==> src/rtl/cache_memory_arbiter.sv <==
// rtl/cache_memory_arbiter.sv - round-robin arbiter sharing one fixed-latency instruction memory among cache miss ports
//
// Purpose: serves one cache miss at a time. The winner is latched in an
// arbitration cycle, the read is issued, a one-cycle ready pulse goes to the
// winner, and the memory word is passed through on the following cycle.
//
// Ports:
//   clk        rising-edge clock
//   reset      asynchronous, active-high; clears every register at once
//   req_valid  per-port miss request, held with its address until ready
//   req_addr   port i address at [i*ADDR_WIDTH +: ADDR_WIDTH]
//   req_ready  one-hot, one-cycle pulse to the served port
//   req_data   fill data (broadcast), valid the cycle after req_ready, else 0
//   mem_en     memory read strobe, one cycle per access
//   mem_addr   memory read address, driven only with mem_en, else 0
//   mem_rdata  memory data, valid MEM_LATENCY cycles after mem_en
//   busy       high whenever a transaction is in progress
`timescale 1ns/1ps
module cache_memory_arbiter #(
   parameter int N_PORTS     = 4,
   parameter int ADDR_WIDTH  = 16,
   parameter int DWIDTH      = 16,
   parameter int MEM_LATENCY = 1
) (
   input  logic                          clk,
   input  logic                          reset,
   input  logic [N_PORTS-1:0]            req_valid,
   input  logic [N_PORTS*ADDR_WIDTH-1:0] req_addr,
   output logic [N_PORTS-1:0]            req_ready,
   output logic [DWIDTH-1:0]             req_data,
   output logic                          mem_en,
   output logic [ADDR_WIDTH-1:0]         mem_addr,
   input  logic [DWIDTH-1:0]             mem_rdata,
   output logic                          busy
);

   localparam int IDX_W = (N_PORTS > 1) ? $clog2(N_PORTS) : 1;
   localparam int CNT_W = (MEM_LATENCY > 1) ? $clog2(MEM_LATENCY) : 1;
   // Port N_PORTS-1 counts as the previous winner so port 0 wins first.
   localparam logic [IDX_W-1:0] LAST_RST = IDX_W'(N_PORTS - 1);
   localparam logic [CNT_W-1:0] CNT_LAST = CNT_W'(MEM_LATENCY - 1);

   typedef enum logic [1:0] {
      S_IDLE,
      S_ISSUE,
      S_WAIT,
      S_DATA
   } state_t;

   state_t                 state_q, state_d;
   logic [IDX_W-1:0]       grant_idx_q, grant_idx_d;
   logic [IDX_W-1:0]       last_grant_q, last_grant_d;
   logic [ADDR_WIDTH-1:0]  addr_q, addr_d;
   logic [CNT_W-1:0]       wait_cnt_q, wait_cnt_d;
   logic [CNT_W-1:0]       wait_cnt_inc;

   logic [ADDR_WIDTH-1:0]  port_addr [N_PORTS];
   logic                   win_found;
   logic [IDX_W-1:0]       win_idx;
   logic [IDX_W-1:0]       cand_idx;
   logic                   ready_fire;

   always_comb begin
      for (int i = 0; i < N_PORTS; i++) begin
         port_addr[i] = req_addr[i*ADDR_WIDTH +: ADDR_WIDTH];
      end
   end

   // Rotating priority: candidates are visited starting just after the
   // previous winner, wrapping around, so the previous winner is checked last.
   always_comb begin
      win_found = 1'b0;
      win_idx   = '0;
      cand_idx  = '0;
      for (int k = 1; k <= N_PORTS; k++) begin
         cand_idx = IDX_W'((int'(last_grant_q) + k) % N_PORTS);
         if (!win_found && req_valid[cand_idx]) begin
            win_found = 1'b1;
            win_idx   = cand_idx;
         end
      end
   end

   always_comb begin
      state_d      = state_q;
      grant_idx_d  = grant_idx_q;
      last_grant_d = last_grant_q;
      addr_d       = addr_q;
      wait_cnt_d   = wait_cnt_q;
      wait_cnt_inc = wait_cnt_q + CNT_W'(1);
      ready_fire   = 1'b0;
      mem_en       = 1'b0;
      mem_addr     = '0;
      req_data     = '0;

      case (state_q)
         S_IDLE: begin
            if (win_found) begin
               grant_idx_d  = win_idx;
               last_grant_d = win_idx;
               addr_d       = port_addr[win_idx];
               state_d      = S_ISSUE;
            end
         end
         S_ISSUE: begin
            mem_en     = 1'b1;
            mem_addr   = addr_q;
            wait_cnt_d = '0;
            // With single-cycle memory the ready pulse shares the issue cycle.
            if (MEM_LATENCY == 1) begin
               ready_fire = 1'b1;
               state_d    = S_DATA;
            end else begin
               state_d    = S_WAIT;
            end
         end
         S_WAIT: begin
            // Ready goes out one cycle ahead of the data, i.e. when the
            // incremented count reaches MEM_LATENCY-1.
            wait_cnt_d = wait_cnt_inc;
            if (wait_cnt_inc == CNT_LAST) begin
               ready_fire = 1'b1;
               state_d    = S_DATA;
            end
         end
         S_DATA: begin
            req_data = mem_rdata;
            state_d  = S_IDLE;
         end
         default: begin
            state_d = S_IDLE;
         end
      endcase
   end

   assign req_ready = ready_fire ? (N_PORTS'(1) << grant_idx_q) : '0;
   assign busy      = (state_q != S_IDLE);

   always_ff @(posedge clk or posedge reset) begin
      if (reset) begin
         state_q      <= S_IDLE;
         grant_idx_q  <= '0;
         last_grant_q <= LAST_RST;
         addr_q       <= '0;
         wait_cnt_q   <= '0;
      end else begin
         state_q      <= state_d;
         grant_idx_q  <= grant_idx_d;
         last_grant_q <= last_grant_d;
         addr_q       <= addr_d;
         wait_cnt_q   <= wait_cnt_d;
      end
   end

endmodule

==> config.mk <==
export PLATFORM = sky130hd
export DESIGN_NAME = cache_memory_arbiter
export DESIGN_NICKNAME = d
export VERILOG_FILES = /design/src/rtl/cache_memory_arbiter.sv
export SDC_FILE = /design/constraint.sdc
export NUM_CORES = 1
export LEC_CHECK = 0
export BUFFER_PORTS_ARGS = -buffer_cell sky130_fd_sc_hd__buf_4
export CAP_MARGIN = 10
export CORE_MARGIN = 2
export CORE_UTILIZATION = 37
export DETAILED_ROUTE_END_ITERATION = 8
export PLACE_DENSITY_LB_ADDON = 0.12
export RECOVER_POWER = 50
export SETUP_SLACK_MARGIN = 0.02
export SYNTH_ARGS = -nofsm -noshare
export SYNTH_HDL_FRONTEND = slang
export SYNTH_SLANG_ARGS = --single-unit
==> constraint.sdc <==
create_clock -name clk -period 1.8 [get_ports clk]
set_clock_uncertainty 0.2 [all_clocks]
set_input_delay 0.54 -clock clk [delete_from_list [all_inputs] [get_ports clk]]
set_output_delay 0.54 -clock clk [all_outputs]
set_load 0.1 [all_outputs]
==> results.json, run 1 <==
{
  "outcome": "finished, violations left",
  "violations": "negative setup slack",
  "drtIter0Drc": 156,
  "static-leakage-power_nw": 1.912,
  "setup.worst_path.class": "reg2out",
  "grt_overflow": 0,
  "grt_busiest_layer": "met2",
  "synth_area_sq_mm": 0.001688,
  "peakVddDrop_uv": 1277,
  "cp_cell_sequence": "inv_2 -> buf_12 -> ha_4 -> nand2_2 -> nor3b_4 -> buf_12",
  "slew_viol_final": 0,
  "ant_nets": 0,
  "synth_seq_cells": 23,
  "wl_per_cell_um": 24.00,
  "floorplan.rows": 24,
  "final_common_cell": "buf_4",
  "syn_nets": 268,
  "antennaDiodeCount": 0,
  "use_met2": 0.5165,
  "min_period_over_period": 1.364,
  "critPathLaunchType": "flip-flop",
  "hold_ws_ns": 0.2420,
  "gp_congestion": 0.7182,
  "synth_cells": 178,
  "numPortBuffers": 123,
  "slowest_delay_ns": 0.39,
  "yosys.area.top_type": "dfrtp_1",
  "relSlewSlack": 0.5786,
  "yosysTopAreaCellShare": 0.3113,
  "finish.utilization": 0.9147,
  "required_ns": 1.06,
  "min_path_type": "in2async",
  "synth_ff_type": "dfrtp_1",
  "htreeDepth": 1,
  "setup_viol": 58,
  "maxCapViolCount": 0,
  "initial_core_util": 0.3850,
  "mostFrequentLayoutCells": "buf_4, buf_12, and2_4",
  "wl_um": 9336,
  "chipHeight_um": 71.54,
  "cp-end-kind": "primary output",
  "grt_pass1_wl_um": 10850,
  "hpwl_um": 3942,
  "cts.sinks": 23,
  "worst_slew_pin_slew_ns": 0.6320,
  "synth_seq_area_share": 0.3425,
  "rsz0062_at_grt": "yes",
  "synth.avg_cell_area_sq_um": 9.482,
  "root_buffer": "clkbuf_8",
  "drt-pass1-iter-count": 4,
  "syn_to_final_growth_pct": 137.6,
  "cts_buffers": 3,
  "hold_viol": 0,
  "clk_pin_slew_worst_paths_ns": 0.10,
  "grt_pass1_vias": 2123,
  "vias": 2202,
  "track_usage": 0.2719,
  "detail_route.vias_per_cell": 5.661,
  "cp_slowest_cell": "dfrtp_1",
  "dieArea_sq_mm": 0.005118,
  "worstSkewPairLatency_ns": 0.28,
  "clk_path_buf_depth": 2,
  "nets": 428,
  "layout_min_cycle_time_ns": 2.455,
  "use_met3": 0.03094,
  "layout-drive-gt1-share": 0.7389,
  "worst_slack_ns": -0.6548,
  "drc_errors": 0,
  "cts_tree": "built",
  "arrival_ns": 1.71,
  "worstPathMaxFanout": 3,
  "grt_antenna_before_repair": 0,
  "met1_usage": 0.3366,
  "chipWidth_um": 71.54,
  "cp_common_cell": "buf_12",
  "synth_edf_count": 0,
  "core_area_sq_mm": 0.004384,
  "power_density_mw_per_mm2": 2208,
  "fin_setup_tns_ns": -26.16,
  "yosys_warnings": 0,
  "grt_max_degree": 24,
  "async_reset_ff_frac": 1.000,
  "synthTopCellsByArea": "dfrtp_1, mux2i_1, and2_1",
  "ys_types": 29,
  "ios": 124,
  "maxClockFrequency_ghz": 0.4074
}
[sequential cells by signal (all words and copies together), names as in the netlist]
name,cells
grant_idx_q,2
addr_q,16
state_q,2
last_grant_q,2
wait_cnt_q,1
[metal layers]
metal,share of wire,vias to the layer above
met5,0,-
met2,0.52,153
met3,0.083,34
met1,0.36,1066
met4,0.046,0
li1,-,949
[what timing repair did]
item                                    4_1_cts  5_1_grt
pin swaps                                    17       15
resized for setup                           148       47
endpoints found under the setup margin       54       58
hold buffers                                  0        0
buffers inserted                             10       12
cloned                                        5        3
[critical path: cells and delay by family, from the launching register on]
kind / cells / cell delay, ns
flip-flops: 1 / 0.39
adder cells (fa/ha/maj): 1 / 0.27
AND/OR/NAND/NOR: 2 / 0.34
buffers and inverters: 3 / 0.44
[area by class of cell]
class | instances | area, sq um
Clock buffer | 3 | 41.29
Clock inverter | 1 | 5.005
Fill cell | 164 | 374.1
Inverter | 5 | 25.02
Multi-Input combinational cell | 138 | 1338
Sequential cell | 23 | 579.3
Tap cell | 52 | 65.06
Timing Repair Buffer | 167 | 1957
[where the power goes]
group | internal [W] | switching (W)
registers | 0.000789 | 0.000246
clock network | 0.000155 | 0.000193
logic | 0.00331 | 0.00416
total | 0.00426 | 0.00460
[synth_stat cells (all sizes together), types with 2 or more instances]
master / number
and2: 33
mux2i: 32
nand2: 25
dfrtp: 21
o221ai: 16
buf: 7
clkbuf: 5
inv: 5
ha: 4
nand2b: 4
nor2: 4
o21ai: 4
a21oi: 3
a21o: 2
dfstp: 2
nor3: 2
[through the flow]
stage	power (W)	instances	cell area [sq um]	setup WS (ns)
after global placement	0.005712	360	2867	-0.3337
final	0.008856	389	4010	-0.6548
after floorplan	0.004807	178	1812	-0.8218
after global routing	0.009086	389	4010	-0.6953
after CTS	0.007977	379	3746	-0.5510
after detailed placement	0.005757	360	2867	-0.3699
[kinds of logic (layout without fill, tap and decap cells)]
group / after synthesis / after routing / share of synthesized area
AO/OA/AOI/OAI: 29 / 29 / 0.1342
adder cells (fa/ha/maj): 4 / 4 / 0.02965
buffers and inverters: 17 / 176 / 0.07412
flip-flops: 23 / 23 / 0.3425
multiplexers: 33 / 33 / 0.1964
AND/OR/NAND/NOR: 72 / 72 / 0.2231
[worst paths after layout]
| check | startpoint | slack, ns | depth (start not counted) | endpoint |
|---|---|---|---|---|
| setup / recovery | state_q[1] | -0.65 | 6 | req_ready[2] |
| hold / removal | reset | 0.24 | 3 | addr_q[6] |
| setup reg to reg | last_grant_q[0] | -0.44 | 8 | addr_q[1] |
| hold reg to reg | addr_q[6] | 0.30 | 2 | addr_q[6] |
| max in group asynchronous | reset | 0.71 | 3 | state_q[0] |
| min in group clk | addr_q[6] | 0.30 | 2 | addr_q[6] |
No activity file was read; power rests on OpenSTA's default activity.
==> inputs of run 2 (changes only) <==
--- a/config.mk
+++ b/config.mk
@@ -5,7 +5,7 @@
 export SDC_FILE = /design/constraint.sdc
 export NUM_CORES = 1
 export LEC_CHECK = 0
-export BUFFER_PORTS_ARGS = -buffer_cell sky130_fd_sc_hd__buf_4
+export BUFFER_PORTS_ARGS = -buffer_cell sky130_fd_sc_hd__buf_2
 export CAP_MARGIN = 10
 export CORE_MARGIN = 2
 export CORE_UTILIZATION = 37
==> run 2 against run 1 <==
The flow still finishes with violations (negative setup slack); routed wire length down 16%; total power down 2.2%; sequential cell count unchanged; via count down 6.6%; sequential share of layout area up 0.85 points; die area unchanged; count of clock-buffer cells in the layout up 1; worst hold slack worse by 0.022 ns; utilization down 4.9 points; non-clock buffer count down 5; final cell count down 1.3%; worst setup slack better by 0.042 ns; critical path type unchanged.
==> results.json, run 2 (same netlist as run 1, synthesis figures left out) <==
{
  "outcome": "finished, violations left",
  "violations": "negative setup slack",
  "grt_antenna_before_repair": 0,
  "wl_per_cell_um": 20.32,
  "critPathTopFamily": "buffers and inverters",
  "vias": 2057,
  "core_area_sq_mm": 0.004384,
  "slew_viol_final": 0,
  "grt_pass1_wl_um": 10610,
  "reg2reg_slack_ns": -0.34,
  "detail_route.vias_per_cell": 5.357,
  "min_period_over_period": 1.340,
  "cp_slowest_cell": "dfrtp_2",
  "worst_slew_pin_slew_ns": 0.6130,
  "cts.sinks": 23,
  "mostFrequentLayoutCells": "buf_2, buf_12, and2_4",
  "cp.buffers_inverters": 5,
  "chipWidth_um": 71.54,
  "layout-drive-gt1-share": 0.7560,
  "nets": 423,
  "chipHeight_um": 71.54,
  "grt_pass1_vias": 2130,
  "cts_tree": "built",
  "largest_register_ffs": 16,
  "cp-end-kind": "primary output",
  "wl_um": 7801,
  "clk_pin_slew_worst_paths_ns": 0.08,
  "numPortBuffers": 123,
  "fill_cells": 222,
  "root_buffer": "clkbuf_8",
  "worst_slack_ns": -0.6126,
  "power_density_mw_per_mm2": 2283,
  "cts_hold_buf": 0,
  "hold_viol": 0,
  "maxClockFrequency_ghz": 0.4145,
  "peakVddDrop_uv": 1186,
  "syn_to_final_growth_pct": 124.8,
  "worstPathMaxFanout": 8,
  "static-leakage-power_nw": 1.799,
  "dp_cells": 360,
  "rr_worst_depth": 7,
  "final_common_cell": "buf_2",
  "setup.worst_path.class": "reg2out",
  "arrival_ns": 1.67,
  "drt-pass1-iter-count": 4,
  "gp_congestion": 0.7813,
  "finalPower_w": 0.008664,
  "htreeDepth": 1,
  "ios": 124,
  "hpwl_um": 4256,
  "regMostFlops": "addr_q",
  "grt_max_degree": 24,
  "floorplan.rows": 24,
  "drc_errors": 0,
  "fin_cells": 384,
  "critPathLaunchType": "flip-flop",
  "cp.depth": 7,
  "maxCapViolCount": 0,
  "setup_viol": 58,
  "regArea_sq_um": 580.6,
  "hold_ws_ns": 0.2200,
  "grt_overflow": 0,
  "layout_min_cycle_time_ns": 2.413,
  "cts_buffers": 3,
  "worstSkewPairLatency_ns": 0.26,
  "initial_core_util": 0.3850,
  "relSlewSlack": 0.5913,
  "ant_nets": 0,
  "min_path_type": "in2async",
  "track_usage": 0.2680,
  "antennaDiodeCount": 0,
  "rsz0062_at_grt": "yes",
  "slowest_delay_ns": 0.45,
  "cp_cell_sequence": "inv_4 -> ha_4 -> buf_4 -> buf_6 -> buf_16 -> and2_4 -> buf_12",
  "dieArea_sq_mm": 0.005118,
  "multi_input_area_sq_mm": 0.001383,
  "drtIter0Drc": 113,
  "clk_path_buf_depth": 2,
  "required_ns": 1.06
}
run 2: changes by cell type in the layout (fill, tap and decap cells not counted), sizes merged:
| cell | previous run | this run |
|---|---|---|
| buf | 163 | 160 |
| clkbuf | 7 | 6 |
| clkinv | 1 | 0 |
run 2: through the flow:
stage	setup slack, ns	setup TNS (ns)	cell area, sq um	util
after CTS	-0.5520	-20.83	3625	0.8268
after global placement	-0.3180	-10.67	3142	0.7166
after floorplan	-0.8218	-21.30	1812	-
final	-0.6126	-24.33	3795	0.8656
after detailed placement	-0.3936	-11.99	3142	0.7166
after global routing	-0.6463	-26.29	3795	0.8656
run 2: worst register-to-register path, cell delays in order (launching register included):
cell	delay [ns]
dfstp_2	0.57
nand2b_4	0.15
o21ai_4	0.07
a211oi_4	0.28
buf_6	0.19
buf_16	0.15
mux2i_1	0.24
o221ai_1	0.15
run 2: final cells by class:
class | count | share of cell area
repair buffers | 162 | 0.4464
multi-input cells | 138 | 0.3643
flip-flops and latches | 23 | 0.1530
well taps | 52 | 0.01714
clock buffers | 4 | 0.01187
inverters | 5 | 0.007254
run 2: layer usage:
layer | vias up | global-route usage | wire (um)
li1 | 942 | - | -
met1 | 977 | 0.3244 | 2950
met2 | 120 | 0.5021 | 4158
met3 | 18 | 0.04782 | 516
met4 | 0 | 0.04193 | 175
met5 | - | 0 | 0
run 2: power by group:
part	switching (W)	internal, W
clock network	0.000166	0.000158
logic	0.00406	0.00325
registers	0.000239	0.000791
total	0.00446	0.00420
run 2: path summary, 6_finish.rpt:
path / startpoint / endpoint
min in group clk: addr_q[2] / addr_q[2]
max reg2reg: last_grant_q[0] / addr_q[12]
max in group asynchronous: reset / state_q[0]
min reg2reg: addr_q[2] / addr_q[2]
max: state_q[1] / mem_addr[0]
min: reset / addr_q[4]
run 2: timing repair:
| action | in CTS | in global routing |
|---|---|---|
| buffers inserted | 12 | 5 |
| hold endpoints to repair | 0 | 0 |
| cloned | 6 | 1 |
| setup endpoints to repair | 55 | 58 |
| resized for setup | 53 | 39 |
| pin swaps | 24 | 17 |
